**src/rtl/cascade_master_seq_if.sv**
```systemverilog
// Cascade master bus bundle: INTA/config inputs from the control logic, CAS/vector controls out.
// master = the cascade sequencer's view; slave = the surrounding control/pad logic.
interface cascade_master_seq_if;
    logic       inta_n;
    logic       sp_en_n;
    logic       sngl;
    logic [7:0] icw3;
    logic [2:0] ack_ir;
    logic       ack_valid;
    logic [2:0] cas_out;
    logic       cas_oe;
    logic       vec_oe;
    logic [1:0] vec_byte_sel;
    logic       cyc_done;
    logic       abort;

    modport master (
        input  inta_n, sp_en_n, sngl, icw3, ack_ir, ack_valid,
        output cas_out, cas_oe, vec_oe, vec_byte_sel, cyc_done, abort
    );

    modport slave (
        output inta_n, sp_en_n, sngl, icw3, ack_ir, ack_valid,
        input  cas_out, cas_oe, vec_oe, vec_byte_sel, cyc_done, abort
    );
endinterface

```
**src/rtl/cascade_master_seq.sv**
```systemverilog
// 8259A master cascade sequencer: follows the INTA pulse train, drives CAS and the vector release.
// Define CASCADE_8080_MODE_EN for the 3-pulse 8080 sequence; default is the 2-pulse 8086 sequence.
module cascade_master_seq #(
    parameter int GAP_TIMEOUT = 64,
    parameter int TO_W        = 7
) (
    input  logic                   clk,
    input  logic                   rst,
    cascade_master_seq_if.master   bus
);

    typedef enum logic [2:0] {
        IDLE,
        P1,
        G1,
        P2,
`ifdef CASCADE_8080_MODE_EN
        G2,
        P3,
`endif
        DONE
    } state_t;

    localparam logic [TO_W-1:0] GAP_LIMIT = TO_W'(GAP_TIMEOUT);

    state_t          state_q, state_d;
    logic            inta_d_q;
    logic [2:0]      id_q, id_d;
    logic            hit_q, hit_d;
    logic            own_q, own_d;
    logic [TO_W-1:0] gap_cnt_q, gap_cnt_d;
    logic            abort_q, abort_d;

    logic            fall;
    logic            rise;
    logic [2:0]      id_sel;
    logic [TO_W-1:0] gap_inc;
    logic            gap_expired;

    always_comb begin
        state_d     = state_q;
        id_d        = id_q;
        hit_d       = hit_q;
        own_d       = own_q;
        gap_cnt_d   = gap_cnt_q;
        abort_d     = 1'b0;
        fall        = inta_d_q & ~bus.inta_n;
        rise        = ~inta_d_q & bus.inta_n;
        id_sel      = bus.ack_valid ? bus.ack_ir : 3'd7;
        gap_inc     = (gap_cnt_q == '1) ? gap_cnt_q : gap_cnt_q + 1'b1;
        gap_expired = (GAP_TIMEOUT != 0) && (gap_inc == GAP_LIMIT);

        if (fall) begin
            gap_cnt_d = '0;
        end

        case (state_q)
            IDLE: begin
                // Configuration is frozen here for the whole sequence.
                if (fall) begin
                    state_d = P1;
                    id_d    = id_sel;
                    hit_d   = bus.ack_valid & bus.icw3[id_sel] & bus.sp_en_n & ~bus.sngl;
                    own_d   = bus.sp_en_n | bus.sngl;
                end
            end
            P1: begin
                if (rise) begin
                    state_d = G1;
                end
            end
            G1: begin
                if (fall) begin
                    state_d = P2;
                end else begin
                    gap_cnt_d = gap_inc;
                    if (gap_expired) begin
                        state_d = IDLE;
                        abort_d = 1'b1;
                    end
                end
            end
            P2: begin
                if (rise) begin
`ifdef CASCADE_8080_MODE_EN
                    state_d = G2;
`else
                    state_d = DONE;
`endif
                end
            end
`ifdef CASCADE_8080_MODE_EN
            G2: begin
                if (fall) begin
                    state_d = P3;
                end else begin
                    gap_cnt_d = gap_inc;
                    if (gap_expired) begin
                        state_d = IDLE;
                        abort_d = 1'b1;
                    end
                end
            end
            P3: begin
                if (rise) begin
                    state_d = DONE;
                end
            end
`endif
            DONE: begin
                state_d = IDLE;
            end
            default: begin
                state_d = IDLE;
            end
        endcase
    end

    always_ff @(posedge clk) begin
        if (rst) begin
            state_q   <= IDLE;
            inta_d_q  <= 1'b1;
            id_q      <= 3'd0;
            hit_q     <= 1'b0;
            own_q     <= 1'b0;
            gap_cnt_q <= '0;
            abort_q   <= 1'b0;
        end else begin
            state_q   <= state_d;
            inta_d_q  <= bus.inta_n;
            id_q      <= id_d;
            hit_q     <= hit_d;
            own_q     <= own_d;
            gap_cnt_q <= gap_cnt_d;
            abort_q   <= abort_d;
        end
    end

    logic       in_seq;
    logic       vec_phase;
    logic [1:0] byte_sel;

    // Outputs are pure functions of registered state, so they never glitch with inta_n.
    always_comb begin
        in_seq = (state_q != IDLE) && (state_q != DONE);
`ifdef CASCADE_8080_MODE_EN
        vec_phase = (state_q == P1) || (state_q == P2) || (state_q == P3);
        byte_sel  = (state_q == P2) ? 2'd1 : ((state_q == P3) ? 2'd2 : 2'd0);
`else
        vec_phase = (state_q == P2);
        byte_sel  = 2'd0;
`endif
    end

    assign bus.cas_oe       = in_seq & hit_q;
    assign bus.cas_out      = (in_seq & hit_q) ? id_q : 3'd0;
    assign bus.vec_oe       = vec_phase & own_q & ~hit_q;
    assign bus.vec_byte_sel = byte_sel;
    assign bus.cyc_done     = (state_q == DONE);
    assign bus.abort        = abort_q;

endmodule

```
**src/flat_wrapper.sv**
```systemverilog
// flat-port wrapper written by rule: the top's interface ports become plain ports
module cascade_master_seq_flat 
#(
    parameter int GAP_TIMEOUT = 64,
    parameter int TO_W        = 7
)
  (clk, rst, bus_inta_n, bus_sp_en_n, bus_sngl, bus_icw3, bus_ack_ir, bus_ack_valid, bus_cas_out, bus_cas_oe, bus_vec_oe, bus_vec_byte_sel, bus_cyc_done, bus_abort);
  cascade_master_seq_if bus_i ();
  input  logic clk;
  input  logic rst;
  input wire logic [$bits(bus_i.inta_n)-1:0] bus_inta_n;
  input wire logic [$bits(bus_i.sp_en_n)-1:0] bus_sp_en_n;
  input wire logic [$bits(bus_i.sngl)-1:0] bus_sngl;
  input wire logic [$bits(bus_i.icw3)-1:0] bus_icw3;
  input wire logic [$bits(bus_i.ack_ir)-1:0] bus_ack_ir;
  input wire logic [$bits(bus_i.ack_valid)-1:0] bus_ack_valid;
  output wire logic [$bits(bus_i.cas_out)-1:0] bus_cas_out;
  output wire logic [$bits(bus_i.cas_oe)-1:0] bus_cas_oe;
  output wire logic [$bits(bus_i.vec_oe)-1:0] bus_vec_oe;
  output wire logic [$bits(bus_i.vec_byte_sel)-1:0] bus_vec_byte_sel;
  output wire logic [$bits(bus_i.cyc_done)-1:0] bus_cyc_done;
  output wire logic [$bits(bus_i.abort)-1:0] bus_abort;
  assign bus_i.inta_n = bus_inta_n;
  assign bus_i.sp_en_n = bus_sp_en_n;
  assign bus_i.sngl = bus_sngl;
  assign bus_i.icw3 = bus_icw3;
  assign bus_i.ack_ir = bus_ack_ir;
  assign bus_i.ack_valid = bus_ack_valid;
  assign bus_cas_out = bus_i.cas_out;
  assign bus_cas_oe = bus_i.cas_oe;
  assign bus_vec_oe = bus_i.vec_oe;
  assign bus_vec_byte_sel = bus_i.vec_byte_sel;
  assign bus_cyc_done = bus_i.cyc_done;
  assign bus_abort = bus_i.abort;
  cascade_master_seq #(.GAP_TIMEOUT(GAP_TIMEOUT), .TO_W(TO_W)) u_core (.clk(clk), .rst(rst), .bus(bus_i));
endmodule
```
**config.mk**
```make
export PLATFORM = sky130hd
export DESIGN_NAME = cascade_master_seq_flat
export DESIGN_NICKNAME = d
export VERILOG_FILES = /design/src/rtl/cascade_master_seq_if.sv /design/src/rtl/cascade_master_seq.sv /design/src/flat_wrapper.sv
export SDC_FILE = /design/constraint.sdc
export NUM_CORES = 1
export LEC_CHECK = 0
export CORE_MARGIN = 2
export CORE_UTILIZATION = 46
export DETAILED_ROUTE_END_ITERATION = 16
export PLACE_DENSITY_LB_ADDON = 0.05
export SLEW_MARGIN = 0
export SYNTH_ARGS = -nofsm -noshare
export SYNTH_HDL_FRONTEND = slang
export SYNTH_SLANG_ARGS = --single-unit
```
**constraint.sdc**
```tcl
create_clock -name clk -period 1.81 [get_ports clk]
set_input_delay 0.362 -clock clk [delete_from_list [all_inputs] [get_ports clk]]
set_output_delay 0.362 -clock clk [all_outputs]
set_load 0.01 [all_outputs]
```
# --- Yosys cells after proc, flatten, opt, wreduce, memory -nomap -nowiden ---
# Index checks and enable logic that the tools add are counted.
word_totals:
  elab_cells: 55
  in_bits: 17
  regBits: 17
classes:
  n_addsub: 1
  n_eq_ne: 11
  mux: 15
  n_bitwise: 14
  magnitude_cmp: 1
  reduce_logical: 6
ops:
  columns: ["operator", "count"]
  rows:
  - ["7-bit two-way mux", 4]
  - ["3-bit two-way mux", 7]
  - ["7-bit equality test (second input constant)", 2]
  - ["3-bit one-hot mux with 4 select lines", 1]
  - ["1-bit AND", 8]
  - ["7-bit by 1-bit adder with 7-bit output (second input constant)", 1]
  - ["3-bit by 2-bit equality test with 1-bit output (second input constant)", 2]
  - ["2-bit by 1-bit inequality test with 1-bit output (second input constant)", 3]
  - ["1-bit NOT", 5]
  - ["3-bit by 4-bit less-than comparator with 1-bit output (second input constant)", 1]
  - ["4-bit AND reduction", 1]
  - ["1-bit binary-select mux with 3-bit select", 1]
  - ["3-bit by 1-bit equality test with 1-bit output (second input constant)", 1]
  - ["3-bit equality test (second input constant)", 1]
  - ["3-bit logical NOT", 1]
  - ["3-bit by 1-bit inequality test with 1-bit output (second input constant)", 1]
  - ["3-bit inequality test (second input constant)", 1]
  - ["3-bit nonzero test", 1]
  - ["3-bit OR reduction", 1]
  - ["1-bit two-way mux", 2]
  - ["2-bit AND reduction", 1]
  - ["1-bit logical AND", 1]
  - ["1-bit bitwise OR", 1]

# --- Longest topological paths before layout ---
# Gate-level depths: netlist of the first run.
logic_depth:
  depth_word: 6
  mapped_depth: 6
  depth_no_buf: 6

# --- Least setup slack after synthesis of the first run ---
# OpenSTA, ideal clock, no wires.
synth_timing:
  kind: "reg2reg"
  from: "register u_core.gap_cnt_q[0]"
  to: "register u_core.gap_cnt_q[1]"
  required_ps: 1686
  stages_incl_launch_ff: 7
  setup_slack_ps: 286
  arrival_time_ps: 1399
  setup_time_ps: 124
  cell_sequence: "dfxtp_1 -> ha_1 -> nand2_1 -> or3_4 -> nand2_1 -> mux2i_1 -> nor2_1"
synth_between:
  elab_chain_cells: 4
  elab_cells_between_ends: 5
  classes_between: "add/sub (1); eq/ne (1); mux (3)"
synth_lines:
  columns: ["item", "line", "rtl"]
  rows:
  - ["start: declaration", "cascade_master_seq.sv:31", "logic [TO_W-1:0] gap_cnt_q, gap_cnt_d;"]
  - ["start signal: assignment", "cascade_master_seq.sv:134", "gap_cnt_q <= gap_cnt_d;"]
  - ["7-bit by 1-bit adder with 7-bit output / 7-bit equality test (equally long branches)", "cascade_master_seq.sv:50", "gap_inc = (gap_cnt_q == '1) ? gap_cnt_q : gap_cnt_q + 1'b1;"]
  - ["7-bit two-way mux *", "cascade_master_seq.sv:50", null]
  - ["7-bit two-way mux *", "cascade_master_seq.sv:73", "if (fall) begin"]
  - ["7-bit two-way mux *", "cascade_master_seq.sv:57", "case (state_q)"]
# Every way passes the cells marked *; elsewhere a longest branch is shown, timed or not.
# A chain may end at the register's enable or synchronous reset.

# --- Final worst setup path of the first run ---
layout_timing:
  from: "register u_core.state_q[1]"
  to: "output bus_cas_out[0]"
layout_between:
  elab_chain_cells: 4
  elab_cells_between_ends: 5
  classes_between: "eq/ne (1); mux (1); bitwise (1); reduce/logical (2)"
layout_lines:
  columns: ["item", "line", "rtl"]
  rows:
  - ["start: declaration", "cascade_master_seq.sv:26", "state_t state_q, state_d;"]
  - ["start signal: assignment", "cascade_master_seq.sv:129", "state_q <= state_d;"]
  - ["3-bit inequality test / 3-bit nonzero test (equally long branches)", "cascade_master_seq.sv:145", "in_seq = (state_q != IDLE) && (state_q != DONE);"]
  - ["1-bit logical AND *", "cascade_master_seq.sv:145", null]
  - ["1-bit AND *", "cascade_master_seq.sv:156", "assign bus.cas_out = (in_seq & hit_q) ? id_q : 3'd0;"]
  - ["3-bit two-way mux *", "cascade_master_seq.sv:156", null]
  - ["end: declaration", "flat_wrapper.sv:17", "output wire logic [$bits(bus_i.cas_out)-1:0] bus_cas_out;"]
# Marks and branches as above.

==> key figures, run 1 <==
Worst setup path
  – Startpoint class of the critical path: flop
  – Max incr delay on CP: 350 ps
  – Slowest-stage cell, CP: dfxtp_2
  – Setup crit end kind: output port
  – CP Data Arrival Time: ~1400 ps
  – Worst EP required: 1450 ps
  – Worst-path cell chain: or2_4 -> and3_2 -> clkdlybuf4s15_1
  – CP Max Fanout: 6
  – Crit Path Category: flop to output port

Final layout
  – Final Core Density: 0.6450
  – Layout cell share with drive strength beyond 1: 0.1667
  – Fin nets: between 150 and 200
  – Layout fillers: 184
  – Multi-input logic area: roughly 550 um^2
  – Register area: approximately 340 um^2
  – Synthesis-to-finish area growth: 33.29%
  – Number of diodes: 0
  – Final cell count without fillers: approximately 170

Job
  – Max cap viols: 0

Synth
  – Post-synth EDFFs: 0
  – Synthesized cell area: 939.7 um^2
  – Post-synthesis simple-gate area fraction: 0.3302
  – Async set-or-reset flop fraction in the synthesized netlist: 0
  – Post-synth top cells: dfxtp_1, nor2_1, nand2_1
  – Ys Warns: 0
  – Synth cell types: 38
  – Sequential area share after synthesis: 0.3622
  – Synth Area in XOR/XNOR: 0.03728
  – Yosys reg bits: 17
  – Main combinational cell family by area after synthesis: simple AND/OR/NAND/NOR gates
  – Most common flop cell mapped by yosys: dfxtp_1
  – Cell taking the most area after synthesis: dfxtp_1
  – Synth top area cells: dfxtp_1, nor2_1, a211oi_1
  – Multiplexer area fraction after synthesis: 0.02130
  – Area share of fa/ha/maj cells after synthesis: 0.01332
  – Cells after Synth: between 100 and 150
  – Post-synthesis area per instance: approximately 8.2 um^2
  – Compound-Gate Fraction of Synth Area: 0.1718
  – Top-area cell type share of the netlist area: 0.3622

Timing
  – Tcrit/Tclk final: 0.9530
  – Post-route setup slack: 85.09 ps
  – Tmin final: ~1700 ps
  – Final Setup Violations: 0
  – Final hold violations: 0
  – Slew Viols, Final: 0
  – Upper clock frequency limit: between 0.5 and 0.6 GHz
  – Setup TNS: 0 ps
  – RSZ-0062 raised after global routing: false
  – Clock Skews: 6.588 ps

Placement
  – HPWL after detailed placement: 1573 um
  – Buffers on Ports: 23
  – Cells after DPL: between 150 and 200
  – Pre-CTS setup slack: 42.81 ps
  – Gpl congestion: between 0.7 and 0.8

CTS
  – Clock Sinks: 17
  – Number of post-CTS setup repair buffers: 0
  – CTS tree: done
  – Clock Root Buffer: clkbuf_4
  – Clock Path Buffers: 2
  – Clock latency on the worst-skew pair: slightly below 300 ps
  – Hold-fix buffers, CTS: 0
  – Clk slew on worst S/H paths: 100 ps
  – Total CTS buffers: 3
  – CTS H-tree depth: 1

Global routing
  – Total GRT Usage: 0.1730
  – GR Util met2: 0.3153
  – First-pass GRT wire length: between 3000 and 4000 um
  – Met3 usage: 0.03988
  – Antenna violations before repair: 0
  – Largest net degree at the start of global routing: 11
  – Vias in the first global route: approximately 800
  – Met1 usage: 0.2073
  – GR peak layer: met2
  – Gr ovfl total: 0

Pwr
  – Pwr Density: around 570 nW/um^2
  – Leakage power: about 0.5 nW
  – Maximum vdd drop: just under 400 uV

Die
  – Core Box Area: between 1500 and 2000 um^2
  – Width of the die: 49.20 um
  – Die area: 2420 um^2
  – Initial Util: 0.4839
  – I/O Pins: 26
  – Site row count: 16
  – Die height: 49.20 um

Detailed routing
  – Residual DRC: 0
  – Routed WL: roughly 1900 um
  – ANT nets after route: 0
  – Drt pass-1 iters: 4
  – Via count: 898
  – Wire length per cell: about 11 um
  – DR vias/cell: 5.251
  – 1st-iter DRT viols: 8

Outcome
  – Status: finished, final reports clean

Hold path
  – Hold WC Path Type: flop to flop
[registers in the layout, indices dropped and copies added, names as in the netlist]
signal and flops:
u_core.gap_cnt_q 7, u_core.bus.abort 1, u_core.id_q 3, u_core.hit_q 1
u_core.own_q 1, u_core.inta_d_q 1, u_core.state_q 3
[path summary, 6_finish.rpt]
kind | startpoint | end | slack, ps | depth (start not counted)
worst min register to register | u_core.state_q[2] | u_core.state_q[2] | 500 | 1
worst max register to register | u_core.gap_cnt_q[1] | u_core.state_q[1] | 190 | 6
worst max-delay path | u_core.state_q[1] | bus_cas_out[0] | 90 | 3
worst min-delay path | u_core.state_q[2] | u_core.state_q[2] | 500 | 1
[cells by family (layout without fill, tap and decap cells)]
group	Yosys count	count (layout)
XOR/XNOR	4	4
buffers and inverters	11	39
AO/OA/AOI/OAI	23	23
AND/OR/NAND/NOR	56	56
flip-flops	17	17
adder cells (fa/ha/maj)	1	1
other	1	2
multiplexers	2	2
[what timing repair did]
action / CTS / global route
setup endpoints to repair: 6 / 9
hold endpoints to repair: 0 / 0
pin swaps: 0 / 1
gates resized for setup: 7 / 8
[critical path, delay by kind of cell (launching register included)]
kind	cells	cell delay (ps)
and+or+nand+nor	2	500
DFF	1	350
buffers and inverters	1	220
[stage by stage]
step / power, W / hold slack [ps] / instance area (um^2)
floorplan: 0.0004672 / 468.6 / 943.4
global placement: 0.0005184 / 479.6 / 1219
detailed placement: 0.0005203 / 488.0 / 1219
CTS: 0.0007188 / 502.3 / 1241
global route: 0.0007576 / 522.2 / 1252
finish: 0.0007162 / 499.6 / 1252
[per-layer routing]
| metal | wire length, um | vias to the layer above |
|---|---|---|
| li1 | - | 464 |
| met1 | 851 | 416 |
| met2 | 967 | 18 |
| met3 | 75 | 0 |
| met4 | 0 | 0 |
| met5 | 0 | - |
[cell type report]
type	count	share of cell area
Clock buffer	3	0.01798
Clock inverter	1	0.003996
Inverter	6	0.01798
Multi-Input combinational cell	88	0.4406
Sequential cell	17	0.2747
Tap cell	27	0.02697
Timing Repair Buffer	29	0.2178
[layout by cell type, fill, tap and decap left out, types with 3 or more instances in the layout]
cell type | Yosys | final
nor2_1 | 17 | 17
clkdlybuf4s50_1 | 0 | 17
dfxtp_1 | 17 | 14
nand2_1 | 10 | 10
inv_1 | 6 | 6
a211oi_1 | 6 | 6
buf_4 | 2 | 6
nand2b_1 | 4 | 4
xor2_1 | 4 | 4
a311oi_1 | 4 | 4
nor3b_1 | 4 | 4
o21ai_0 | 4 | 4
clkdlybuf4s15_1 | 0 | 4
and3_2 | 3 | 3
a21oi_1 | 3 | 3
clkbuf_4 | 0 | 3
dfxtp_2 | 0 | 3
[where the power goes]
part	switching (W)	total [W]	internal, W
registers	0.00000819	0.000396	0.000388
logic	0.0000504	0.000118	0.0000676
clock network	0.000120	0.000202	0.0000821
total	0.000179	0.000716	0.000537
No activity file was read; power rests on OpenSTA's default activity.
==> run 2: changes to the inputs <==
--- a/config.mk
+++ b/config.mk
@@ -6,9 +6,11 @@
 export NUM_CORES = 1
 export LEC_CHECK = 0
 export CORE_MARGIN = 2
-export CORE_UTILIZATION = 46
+export CORE_UTILIZATION = 49
+export CTS_BUF_LIST = sky130_fd_sc_hd__clkbuf_4 sky130_fd_sc_hd__clkbuf_8
 export DETAILED_ROUTE_END_ITERATION = 16
 export PLACE_DENSITY_LB_ADDON = 0.05
+export SETUP_SLACK_MARGIN = 0.02
 export SLEW_MARGIN = 0
 export SYNTH_ARGS = -nofsm -noshare
 export SYNTH_HDL_FRONTEND = slang
==> run 2 against run 1 <==
- highest routed layer is now met4
- worst setup slack got worse by 51 ps
- largest power group unchanged
- sequential power barely moved
- utilization rose by 4.6 points
- first-iteration DRC count rose by 50%
- sequential share of layout area rose by 0.76 points
- non-clock buffer count fell by 3
- die area fell by 5.6%
- register-to-register slack barely moved
- clock skew rose by 1.0 ps
- total power fell by 0.35%
- sequential cell count did not move
- global-route usage rose by 1.4 points
- critical path type unchanged
==> key figures, run 2 (same netlist as run 1, synthesis figures left out) <==
Outcome
  – Status: finished, final reports clean

Worst setup path
  – Crit Reg-Reg Endpoint: u_core.state_q[1]
  – Worst EP required: roughly 1500 ps
  – Setup crit end kind: output port
  – CP Data Arrival Time: roughly 1400 ps
  – Startpoint class of the critical path: flop
  – Worst Reg-to-Reg Cells: 6
  – Crit Path Category: flop to output port
  – Critical R2R Launch: u_core.gap_cnt_q[1]
  – Reg-to-reg setup timing slack: between 150 and 200 ps
  – CP Max Fanout: 6

Timing
  – Final hold violations: 0
  – Upper clock frequency limit: around 0.56 GHz
  – Tmin final: ~1800 ps
  – Tcrit/Tclk final: 0.9814
  – RSZ-0062 raised after global routing: true
  – Final Setup Violations: 0
  – Clock Skews: between 7 and 8 ps
  – Setup TNS: 0 ps
  – Slew Viols, Final: 0

Detailed routing
  – ANT nets after route: 0
  – Residual DRC: 0
  – Drt pass-1 iters: 4
  – Wire length per cell: about 12 um
  – Via count: about 880
  – 1st-iter DRT viols: 12
  – Routed WL: between 1500 and 2000 um
  – DR vias/cell: 5.271

Global routing
  – First-pass GRT wire length: 3008 um
  – Largest net degree at the start of global routing: 11
  – Antenna violations before repair: 0
  – Gr ovfl total: 0
  – Total GRT Usage: 0.1869
  – Vias in the first global route: ~770

Final layout
  – Fin nets: 160
  – Design area: 1219 um^2
  – Layout cell share with drive strength beyond 1: 0.1560
  – Biggest regs: u_core.gap_cnt_q x7, u_core.id_q x3, u_core.state_q x3
  – Max FFs per register: 7
  – Top reg by flops: u_core.gap_cnt_q
  – Synthesis-to-finish area growth: 29.69%
  – Number of diodes: 0
  – Commonest cells after routing, fill and taps aside: nor2_1, clkdlybuf4s50_1, dfxtp_1

CTS
  – Clk slew on worst S/H paths: about 100 ps
  – Total CTS buffers: 3
  – Clock Sinks: 17
  – Clock Root Buffer: clkbuf_4
  – Clock latency on the worst-skew pair: between 200 and 300 ps
  – Hold-fix buffers, CTS: 0
  – CTS H-tree depth: 1
  – CTS tree: done
  – Clock Path Buffers: 2

Pwr
  – Clk pwr share: 0.284
  – Part of the power in combinational logic: 0.162
  – Maximum vdd drop: around 620 uV
  – Sequential power share: 0.553
  – Sw frac: 0.2515
  – Net Sw Power: 0.0001795 W
  – Total chip power: 0.0007137 W
  – Leakage power: roughly 0.5 nW
  – Internal Pwr Total: around 0.00053 W
  – Pwr Density: 585.7 nW/um^2

Die
  – Core Box Area: roughly 1800 um^2
  – Die area: between 2000 and 2500 um^2
  – Width of the die: between 40 and 50 um
  – I/O Pins: 26
  – Site row count: 15
  – Die height: about 48 um
  – Initial Util: 0.5326

Hold path
  – Worst Hold Launch: u_core.own_q
  – WHS Endpoint: u_core.own_q
  – Worst hold path cell count: 2
  – Hold WC Path Type: flop to flop

Placement
  – Area post-placement: around 1200 um^2
  – Gpl congestion: ~0.79
  – Buffers on Ports: 23
  – HPWL after detailed placement: ~1500 um

Job
  – Max cap viols: 0
## run 2: worst max path at each step
stage	start	to	slack, ps	depth (start not counted)
floorplan	u_core.gap_cnt_q[0]	u_core.gap_cnt_q[1]	290	6
global placement	bus_ack_ir[0]	u_core.hit_q	40	6
detailed placement	bus_ack_ir[0]	u_core.hit_q	20	6
CTS	u_core.state_q[1]	bus_cas_out[1]	20	3
global route	u_core.state_q[1]	bus_cas_out[1]	-10	3
finish	u_core.state_q[1]	bus_cas_out[1]	30	3
## run 2: final cells by class
cell class | count | area [um^2]
inverters | 6 | 22.52
repair buffers | 26 | 241.5
flip-flops and latches | 17 | 344.1
multi-input cells | 88 | 551.8
fillers | 165 | 545.5
clock inverters | 1 | 5.005
clock buffers | 3 | 22.52
well taps | 25 | 31.28
## run 2: timing repair
item | 4_1_cts | 5_1_grt
setup buffers | 1 | 0
gates resized for setup | 9 | 5
setup endpoints to repair | 6 | 5
pin swaps | 0 | 0
## run 2: power groups by stage
| stage | clock, W | sequential [W] | combinational [W] |
|---|---|---|---|
| floorplan | 0 | 0.000401 | 0.0000660 |
| global placement | 0 | 0.000403 | 0.000108 |
| detailed placement | 0 | 0.000404 | 0.000110 |
| CTS | 0.000207 | 0.000395 | 0.000116 |
| global route | 0.000217 | 0.000397 | 0.000128 |
| finish | 0.000203 | 0.000395 | 0.000116 |
## run 2: per-layer routing
layer	vias up	share of wire	GRT usage	wire [um]
met5	-	0	0	0
met2	25	0.50	0.3440	968
li1	455	-	-	-
met4	0	0.0042	0.01622	8
met3	2	0.052	0.06792	100
met1	393	0.44	0.2140	845
## run 2: critical path, stage by stage, from the launching register on
cell	delay, ps
dfxtp_2	360
or2_4	260
and3_2	220
dlygate4sd2_1	280
## run 2: stage by stage
stage	hold slack, ps	worst slack (ps)	util	cells
4_1_cts	505.1	24.44	0.6908	166
2_1_floorplan	468.6	286.3	-	116
6_report	499.5	33.63	0.6908	166
3_3_place_gp	480.9	39.50	0.6723	161
5_1_grt	524.3	-12.81	0.6908	166
3_5_place_dp	491.9	23.55	0.6723	161
==> run 3: changes to the inputs <==
--- a/config.mk
+++ b/config.mk
@@ -11,7 +11,6 @@
 export DETAILED_ROUTE_END_ITERATION = 16
 export PLACE_DENSITY_LB_ADDON = 0.05
 export SETUP_SLACK_MARGIN = 0.02
-export SLEW_MARGIN = 0
 export SYNTH_ARGS = -nofsm -noshare
 export SYNTH_HDL_FRONTEND = slang
 export SYNTH_SLANG_ARGS = --single-unit
==> results of run 3 <==
The final DEF is identical to that of run 2; final timing and power are the same.
